[src/rtl/hls_module_status_monitor.sv]
// rtl/hls_module_status_monitor.sv - per-channel ap_ctrl handshake monitor with frozen statistics read port
module hls_module_status_monitor #(
    parameter int NUM_CH = 2,
    parameter int CNT_W  = 32,
    parameter int LAT_W  = 16
) (
    input  logic              i_clock,
    input  logic              i_reset,
    input  logic              i_finish,
    input  logic              i_clear,
    input  logic [NUM_CH-1:0] i_ap_start,
    input  logic [NUM_CH-1:0] i_ap_ready,
    input  logic [NUM_CH-1:0] i_ap_done,
    input  logic [NUM_CH-1:0] i_ap_continue,
    input  logic              i_rd_en,
    input  logic [3:0]        i_rd_ch,
    input  logic [2:0]        i_rd_sel,
    output logic              o_rd_valid,
    output logic [CNT_W-1:0]  o_rd_data,
    output logic              o_frozen,
    output logic [NUM_CH-1:0] o_stalled,
    output logic [NUM_CH-1:0] o_sat
);

    typedef enum logic [1:0] {
        S_IDLE   = 2'd0,
        S_ACTIVE = 2'd1,
        S_STALL  = 2'd2
    } state_t;

    localparam logic [CNT_W-1:0] CNT_MAX = '1;
    localparam logic [LAT_W-1:0] LAT_MAX = '1;

    state_t           r_state     [NUM_CH];
    state_t           w_state_nxt [NUM_CH];
    logic [CNT_W-1:0] r_ready_cnt [NUM_CH];
    logic [CNT_W-1:0] w_ready_nxt [NUM_CH];
    logic [CNT_W-1:0] r_done_cnt  [NUM_CH];
    logic [CNT_W-1:0] w_done_nxt  [NUM_CH];
    logic [CNT_W-1:0] r_stall_cnt [NUM_CH];
    logic [CNT_W-1:0] w_stall_nxt [NUM_CH];
    logic [CNT_W-1:0] r_busy_cnt  [NUM_CH];
    logic [CNT_W-1:0] w_busy_nxt  [NUM_CH];
    logic [LAT_W-1:0] r_cur_lat   [NUM_CH];
    logic [LAT_W-1:0] w_cur_lat_nxt [NUM_CH];
    logic [LAT_W-1:0] w_lat_step  [NUM_CH];
    logic [LAT_W-1:0] r_max_lat   [NUM_CH];
    logic [LAT_W-1:0] w_max_lat_nxt [NUM_CH];
    logic [NUM_CH-1:0] r_sat;
    logic [NUM_CH-1:0] w_sat_nxt;
    logic              r_frozen;
    logic [CNT_W-1:0]  w_rd_mux;

    function automatic logic [CNT_W-1:0] cnt_inc(input logic [CNT_W-1:0] v);
        return (v == CNT_MAX) ? v : v + CNT_W'(1);
    endfunction

    function automatic logic [LAT_W-1:0] lat_inc(input logic [LAT_W-1:0] v);
        return (v == LAT_MAX) ? v : v + LAT_W'(1);
    endfunction

    function automatic logic [LAT_W-1:0] lat_max(input logic [LAT_W-1:0] a, input logic [LAT_W-1:0] b);
        return (a > b) ? a : b;
    endfunction

    // In DONE_STALL, r_cur_lat already holds the final latency latched at ap_done.
    always_comb begin
        for (int c = 0; c < NUM_CH; c++) begin
            w_state_nxt[c]   = r_state[c];
            w_ready_nxt[c]   = r_ready_cnt[c];
            w_done_nxt[c]    = r_done_cnt[c];
            w_stall_nxt[c]   = r_stall_cnt[c];
            w_busy_nxt[c]    = r_busy_cnt[c];
            w_cur_lat_nxt[c] = r_cur_lat[c];
            w_max_lat_nxt[c] = r_max_lat[c];
            w_lat_step[c]    = lat_inc(r_cur_lat[c]);

            if (i_ap_start[c] && i_ap_ready[c])
                w_ready_nxt[c] = cnt_inc(r_ready_cnt[c]);
            if (r_state[c] != S_IDLE)
                w_busy_nxt[c] = cnt_inc(r_busy_cnt[c]);

            case (r_state[c])
                S_IDLE: begin
                    if (i_ap_start[c]) begin
                        if (i_ap_done[c] && i_ap_continue[c]) begin
                            w_done_nxt[c]    = cnt_inc(r_done_cnt[c]);
                            w_max_lat_nxt[c] = lat_max(r_max_lat[c], LAT_W'(1));
                        end else begin
                            w_state_nxt[c]   = S_ACTIVE;
                            w_cur_lat_nxt[c] = LAT_W'(1);
                        end
                    end
                end
                S_ACTIVE: begin
                    w_cur_lat_nxt[c] = w_lat_step[c];
                    if (i_ap_done[c]) begin
                        if (i_ap_continue[c]) begin
                            w_state_nxt[c]   = S_IDLE;
                            w_done_nxt[c]    = cnt_inc(r_done_cnt[c]);
                            w_max_lat_nxt[c] = lat_max(r_max_lat[c], w_lat_step[c]);
                        end else begin
                            w_state_nxt[c] = S_STALL;
                            w_stall_nxt[c] = cnt_inc(r_stall_cnt[c]);
                        end
                    end
                end
                S_STALL: begin
                    if (i_ap_continue[c]) begin
                        w_state_nxt[c]   = S_IDLE;
                        w_done_nxt[c]    = cnt_inc(r_done_cnt[c]);
                        w_max_lat_nxt[c] = lat_max(r_max_lat[c], r_cur_lat[c]);
                    end else begin
                        w_stall_nxt[c] = cnt_inc(r_stall_cnt[c]);
                    end
                end
                default: w_state_nxt[c] = S_IDLE;
            endcase
        end
    end

    always_comb begin
        w_sat_nxt = r_sat;
        for (int c = 0; c < NUM_CH; c++) begin
            if (w_ready_nxt[c] == CNT_MAX || w_done_nxt[c] == CNT_MAX ||
                w_stall_nxt[c] == CNT_MAX || w_busy_nxt[c] == CNT_MAX)
                w_sat_nxt[c] = 1'b1;
        end
    end

    always_ff @(posedge i_clock or posedge i_reset) begin
        if (i_reset) begin
            for (int c = 0; c < NUM_CH; c++) begin
                r_state[c]     <= S_IDLE;
                r_ready_cnt[c] <= '0;
                r_done_cnt[c]  <= '0;
                r_stall_cnt[c] <= '0;
                r_busy_cnt[c]  <= '0;
                r_cur_lat[c]   <= '0;
                r_max_lat[c]   <= '0;
            end
            r_sat    <= '0;
            r_frozen <= 1'b0;
        end else if (i_clear) begin
            for (int c = 0; c < NUM_CH; c++) begin
                r_state[c]     <= S_IDLE;
                r_ready_cnt[c] <= '0;
                r_done_cnt[c]  <= '0;
                r_stall_cnt[c] <= '0;
                r_busy_cnt[c]  <= '0;
                r_cur_lat[c]   <= '0;
                r_max_lat[c]   <= '0;
            end
            r_sat    <= '0;
            r_frozen <= 1'b0;
        end else begin
            if (!r_frozen) begin
                for (int c = 0; c < NUM_CH; c++) begin
                    r_state[c]     <= w_state_nxt[c];
                    r_ready_cnt[c] <= w_ready_nxt[c];
                    r_done_cnt[c]  <= w_done_nxt[c];
                    r_stall_cnt[c] <= w_stall_nxt[c];
                    r_busy_cnt[c]  <= w_busy_nxt[c];
                    r_cur_lat[c]   <= w_cur_lat_nxt[c];
                    r_max_lat[c]   <= w_max_lat_nxt[c];
                end
                r_sat <= w_sat_nxt;
            end
            if (i_finish)
                r_frozen <= 1'b1;
        end
    end

    // Channel indices beyond NUM_CH match no loop iteration and read as zero.
    always_comb begin
        w_rd_mux = '0;
        for (int c = 0; c < NUM_CH; c++) begin
            if (i_rd_ch == 4'(c)) begin
                case (i_rd_sel)
                    3'd0:    w_rd_mux = r_ready_cnt[c];
                    3'd1:    w_rd_mux = r_done_cnt[c];
                    3'd2:    w_rd_mux = r_stall_cnt[c];
                    3'd3:    w_rd_mux = r_busy_cnt[c];
                    3'd4:    w_rd_mux = CNT_W'(r_max_lat[c]);
                    3'd5:    w_rd_mux = CNT_W'(r_state[c]);
                    default: w_rd_mux = '0;
                endcase
            end
        end
    end

    always_ff @(posedge i_clock or posedge i_reset) begin
        if (i_reset) begin
            o_rd_valid <= 1'b0;
            o_rd_data  <= '0;
        end else begin
            o_rd_valid <= i_rd_en;
            o_rd_data  <= i_rd_en ? w_rd_mux : '0;
        end
    end

    always_comb begin
        o_stalled = '0;
        for (int c = 0; c < NUM_CH; c++)
            o_stalled[c] = (r_state[c] == S_STALL);
    end

    assign o_sat    = r_sat;
    assign o_frozen = r_frozen;

endmodule

[config.mk]
export PLATFORM = sky130hd
export DESIGN_NAME = hls_module_status_monitor
export DESIGN_NICKNAME = d
export VERILOG_FILES = /design/src/rtl/hls_module_status_monitor.sv
export SDC_FILE = /design/constraint.sdc
export NUM_CORES = 2
export LEC_CHECK = 0
export BUFFER_PORTS_ARGS = -buffer_cell sky130_fd_sc_hd__buf_2
export CAP_MARGIN = 20
export CORE_UTILIZATION = 47
export DETAILED_ROUTE_END_ITERATION = 16
export GPL_ROUTABILITY_DRIVEN = 0
export PLACE_DENSITY = 0.67
export SLEW_MARGIN = 20
export SYNTH_ARGS = -nofsm -noshare
export SYNTH_HDL_FRONTEND = slang
export SYNTH_SLANG_ARGS = --single-unit
[constraint.sdc]
create_clock -name i_clock -period 13.1 [get_ports i_clock]
set_input_delay 1.965 -clock i_clock [delete_from_list [all_inputs] [get_ports i_clock]]
set_output_delay 1.965 -clock i_clock [all_outputs]
set_load 0.01 [all_outputs]
==> results list <==
- The flow ran to the end, and the final reports show no timing, DRC or antenna violations.
- Depth of the worst register-to-register path: 14
- Yosys cell types: 93
- For this block, the routed nets add up to 109,000 µm of wire.
- Counting flops with a built-in enable in the synthesized netlist gives 0.
- After clock tree synthesis, the clock-pin slew on the worst setup and hold paths is 0.07 ns.
* Unrepaired setup endpoints after global routing: false
- For hold timing, the worst endpoint is r_cur_lat[25].
* Actual transition at the worst max-transition pin: 1.27 ns
- Counting the buffers created by CTS gives 47.
- Startpoint of the most critical hold path: r_cur_lat[25]
* Post-route clock period utilization: 0.382
- Most utilized layer in the global route result: met1
- Average footprint of a synthesized cell: 7.54 µm²
- In this run the core area contains 91 standard-cell rows.
- After detailed routing, the average wire length per cell comes to around 24 µm.
* Die Area: approximately 64,000 µm²
- After synthesis, the share of cell area in mux cells is 0.0336.
* Ys async rst share: 1.00
- Root Driver: sky130_fd_sc_hd__clkbuf_16
* Initial DRC count: 5,063
- STA classifies the critical path endpoint as a register.
- The total overflow left after global routing is 0.
- Int Pwr: around 2100 µW
- Maximum number of buffers from clock root to sink: 3
- After clock tree synthesis, the repair step resized 0 gates.
* Largest net degree at the start of global routing: 165
* Number of buffers inserted by port buffering: 57
- Via count of the first global-routing pass: 28,100
- # clock sinks: 360
- Among all flip-flop cells after synthesis, the most frequent one is sky130_fd_sc_hd__dfrtp_1.
- The placed instances occupy a cell area of 29,900 µm².
* Met2 Track Usage GR: 0.474
- Post-synthesis sequential element count: 360
- Of the total power, registers draw 0.385.
- The clock reaches the later pin of the worst-skew pair after 0.63 ns.
* Met3 Usage GRT: 0.0868
- The repair_antennas step left the layout with diodes totalling 0.
- Of the total power, the share spent switching nets is 0.311.
* Via count: 31,200
- Of all nets on the critical path, the largest fanout is 19.
- Buffers inserted to repair hold after CTS numbered 0.
- The H-tree was split into 2 levels.
* Layout area overhead: 6.80%
* Slowest stage cell on the critical path: sky130_fd_sc_hd__or4_1
- DP HPWL: 76,900 µm
* Endpoint arrival time on the critical path: 5.56 ns
- Summed over all nets, the switching power comes to 942 µW.
- For this run, the number of Yosys warnings is 0.
* Via density per instance: 6.79
- Minimum clock period after layout: 5.00 ns
* CP peak stage delay: 0.58 ns
- Of the cells placed in the final design, the portion with a size suffix greater than 1 is 0.0736.
- 58 I/O pins were placed.
- Final design instance area without fill: 31,500 µm²
- Hold Fails Final Rpt: 0
- Of the total synthesized cell area, the portion taken by AND, OR, NAND and NOR gates is 0.293.
- The signal on the critical path passes through buf_2, clkinv_1, nor2_1, nor2_1, nor3_1, a211oi_1, nor4_1, nand4_1, or4_1, nor4_1, o311a_1.
* GRT met1 Usage: 0.479
- Wire length of the first global-routing pass: 168,000 µm
* Floorplan Core Area: 61,900 µm²
* Height of the die: 253 µm
- Post-synthesis compound-gate area fraction: 0.234
- Total placed cells including tap cells: 4,515
- GR Util All Layers: 0.335
* Antenna Violating Nets Remaining: 0
- In the synthesized netlist, the number of instances is 3,918.
* Number of setup violations in the final report: 0
- The initial utilization of the core area, before any placement, comes to 0.477.
* Leakage power total: between 0.01 and 0.015 µW
- CTS tree: yes
- For this run, the register share of the synthesized area comes to 0.305.
* Width of the chip: between 200 and 300 µm
- The setup check on the worst reg-to-reg path leaves a slack of 8.23 ns.
- Number of non-filler instances in the completed layout: about 4,600
- Post-CTS Setup Inserts: 0
* Antenna violations before repair: 2
* Worst reg2reg endpoint: r_max_lat[2]
- The worst pin sits at a relative slew slack of 0.147.
* Highest ir drop seen on vdd: 0.0908 mV
- Max-cap violations in this run came to 0.
- The worst setup path is of the in -> reg kind.
- The mapped netlist covers 29,500 µm².
* Clk pwr share: 0.464
* Launch point of the worst reg-to-reg path: r_cur_lat[3]
- Synthesized-area fraction occupied by xor and xnor cells: 0.0436
- The first detailed-routing pass took 8 iterations.
- Summed over all failing endpoints, the final setup total negative slack is 0 ns.
- Number of max-slew violations in the final report: 0
- Post-Synth Adder-Cell Area: 0.0352
- Clock Skews: 0.0403 ns
* Nets@finish: approximately 3,800
- After detailed routing, the number of remaining DRC violations is 0.
- Data on the critical path is required at its endpoint by 13.67 ns.
* Startpoint kind of the worst setup timing path: input pin
- Syn Nets: 4,021
- After synthesis, the largest family of logic cells by area is simple AND/OR/NAND/NOR gates.
- Dividing total power by cell area gives a power density of 96.1 nW/µm².
- Derived from the worst setup path, the maximum achievable clock frequency is 200 MHz.
- The min-delay analysis places its worst path in the category reg -> reg.
- Number of cells on the worst hold path: 2
* Fraction of power consumed by combinational cells: 0.151
[worst max path at each step]
stage | from | end | slack, ns | cells past startpoint
3_3_place_gp | i_rd_sel[0] | o_rd_data[5] | 7.73 | 8
6_report | i_ap_continue[0] | o_sat[0] | 8.10 | 11
3_5_place_dp | i_ap_continue[0] | o_sat[0] | 7.66 | 11
2_1_floorplan | i_reset | o_frozen | 1.14 | 1
5_1_grt | r_cur_lat[3] | r_max_lat[2] | 7.84 | 14
4_1_cts | r_cur_lat[3] | r_max_lat[2] | 8.27 | 14
[through the flow]
step	total power [µW]	worst slack, ns	hold slack, ns	utilization
6_report	3030	8.10	0.549	0.509
5_1_grt	3120	7.84	0.576	0.509
4_1_cts	3030	8.27	0.542	0.509
3_5_place_dp	1620	7.66	0.526	0.482
3_3_place_gp	1620	7.73	0.522	0.482
2_1_floorplan	1480	1.14	0.487	-
[cells in the final DEF, fill, tap and decap left out, types with 43 or more instances in the layout]
cell type                   Yosys  routed
sky130_fd_sc_hd__nor4_1        75      75
sky130_fd_sc_hd__a22oi_1       68      68
sky130_fd_sc_hd__nand4_1      120     120
sky130_fd_sc_hd__dfrtp_1      360     359
sky130_fd_sc_hd__a31oi_1       60      60
sky130_fd_sc_hd__xor2_1        75      75
sky130_fd_sc_hd__o211ai_1      44      44
sky130_fd_sc_hd__clkbuf_16      0      47
sky130_fd_sc_hd__buf_2         43      56
sky130_fd_sc_hd__a21oi_1      315     315
sky130_fd_sc_hd__o21ai_0      215     215
sky130_fd_sc_hd__mux2i_1       61      61
sky130_fd_sc_hd__or3_1         43      43
sky130_fd_sc_hd__nor3_1       126     125
sky130_fd_sc_hd__nand3_1      184     184
sky130_fd_sc_hd__and3_1        89      89
sky130_fd_sc_hd__nor2_1       483     483
sky130_fd_sc_hd__xnor2_1       72      72
sky130_fd_sc_hd__and4_1        45      45
sky130_fd_sc_hd__nand2_1      415     415
sky130_fd_sc_hd__inv_1         73      70
sky130_fd_sc_hd__ha_1          83      82
[state kept, by name, summed over array words and instances, names as in the netlist]
| signal | cells |
|---|---|
| o_rd_valid | 1 |
| o_rd_data | 32 |
| o_sat | 2 |
| r_max_lat | 32 |
| r_stall_cnt | 64 |
| r_busy_cnt | 64 |
| o_frozen | 1 |
| r_cur_lat | 32 |
| r_ready_cnt | 64 |
| r_state | 4 |
| r_done_cnt | 64 |
[final cells by class]
class,instances,area [µm²]
multi-input combinational,3143,18900
fill,6048,30400
tap,837,1050
clock inverter,25,334
inverter,78,300
timing repair buffer,98,616
sequential,360,9010
clock buffer,62,1340
[cell usage after synthesis, drive strengths merged (28+ instances only)]
master	number	share of area
a211oi	32	0.0081
o22ai	28	0.0059
xnor2	72	0.021
mux2	34	0.013
o21ai	216	0.037
xor2	75	0.022
clkbuf	260	0.033
inv	73	0.0093
a221oi	31	0.0092
a21oi	315	0.053
o31ai	33	0.0093
nor4	78	0.017
nor2b	36	0.0076
nor2	483	0.061
nand2	418	0.053
a31oi	64	0.015
nand3	187	0.032
or3	43	0.0091
and4	45	0.013
buf	77	0.013
ha	83	0.035
and2	36	0.0077
o211ai	44	0.011
nand4	123	0.027
o21a	28	0.0071
nor3	129	0.023
a22oi	68	0.017
mux2i	61	0.021
dfrtp	360	0.30
and3	89	0.019
[logic make-up (layout without fill, tap and decap cells)]
family	count (synthesis)	after routing
and+or+nand+nor	1755	1755
xor gates and xnor gates	147	147
buffers and inverters	415	263
adders and majority gates	83	83
AOI/OAI and AO/OA	1063	1063
muxes	95	95
DFF	360	360
[layer usage]
| layer | up-vias | part of all wire | routed length [µm] |
|---|---|---|---|
| met5 | - | 0.00021 | 23 |
| met3 | 391 | 0.13 | 13800 |
| met4 | 4 | 0.043 | 4690 |
| li1 | 14100 | - | - |
| met1 | 14700 | 0.42 | 46000 |
| met2 | 2072 | 0.41 | 44800 |
[power by group through the flow]
| stage | Sequential [µW] | Combinational [µW] | Clock, µW |
|---|---|---|---|
| after floorplan | 1160 | 316 | 0 |
| after global placement | 1180 | 439 | 0 |
| after detailed placement | 1180 | 440 | 0 |
| after CTS | 1160 | 442 | 1420 |
| after global routing | 1170 | 488 | 1470 |
| final | 1170 | 458 | 1400 |
[critical path, delay by kind of cell]
family	cells	cell delay [ns]
simple gates	7	2.30
buf+inv	2	0.94
compound gates	2	0.35
Power figures use the tool's default switching activity.
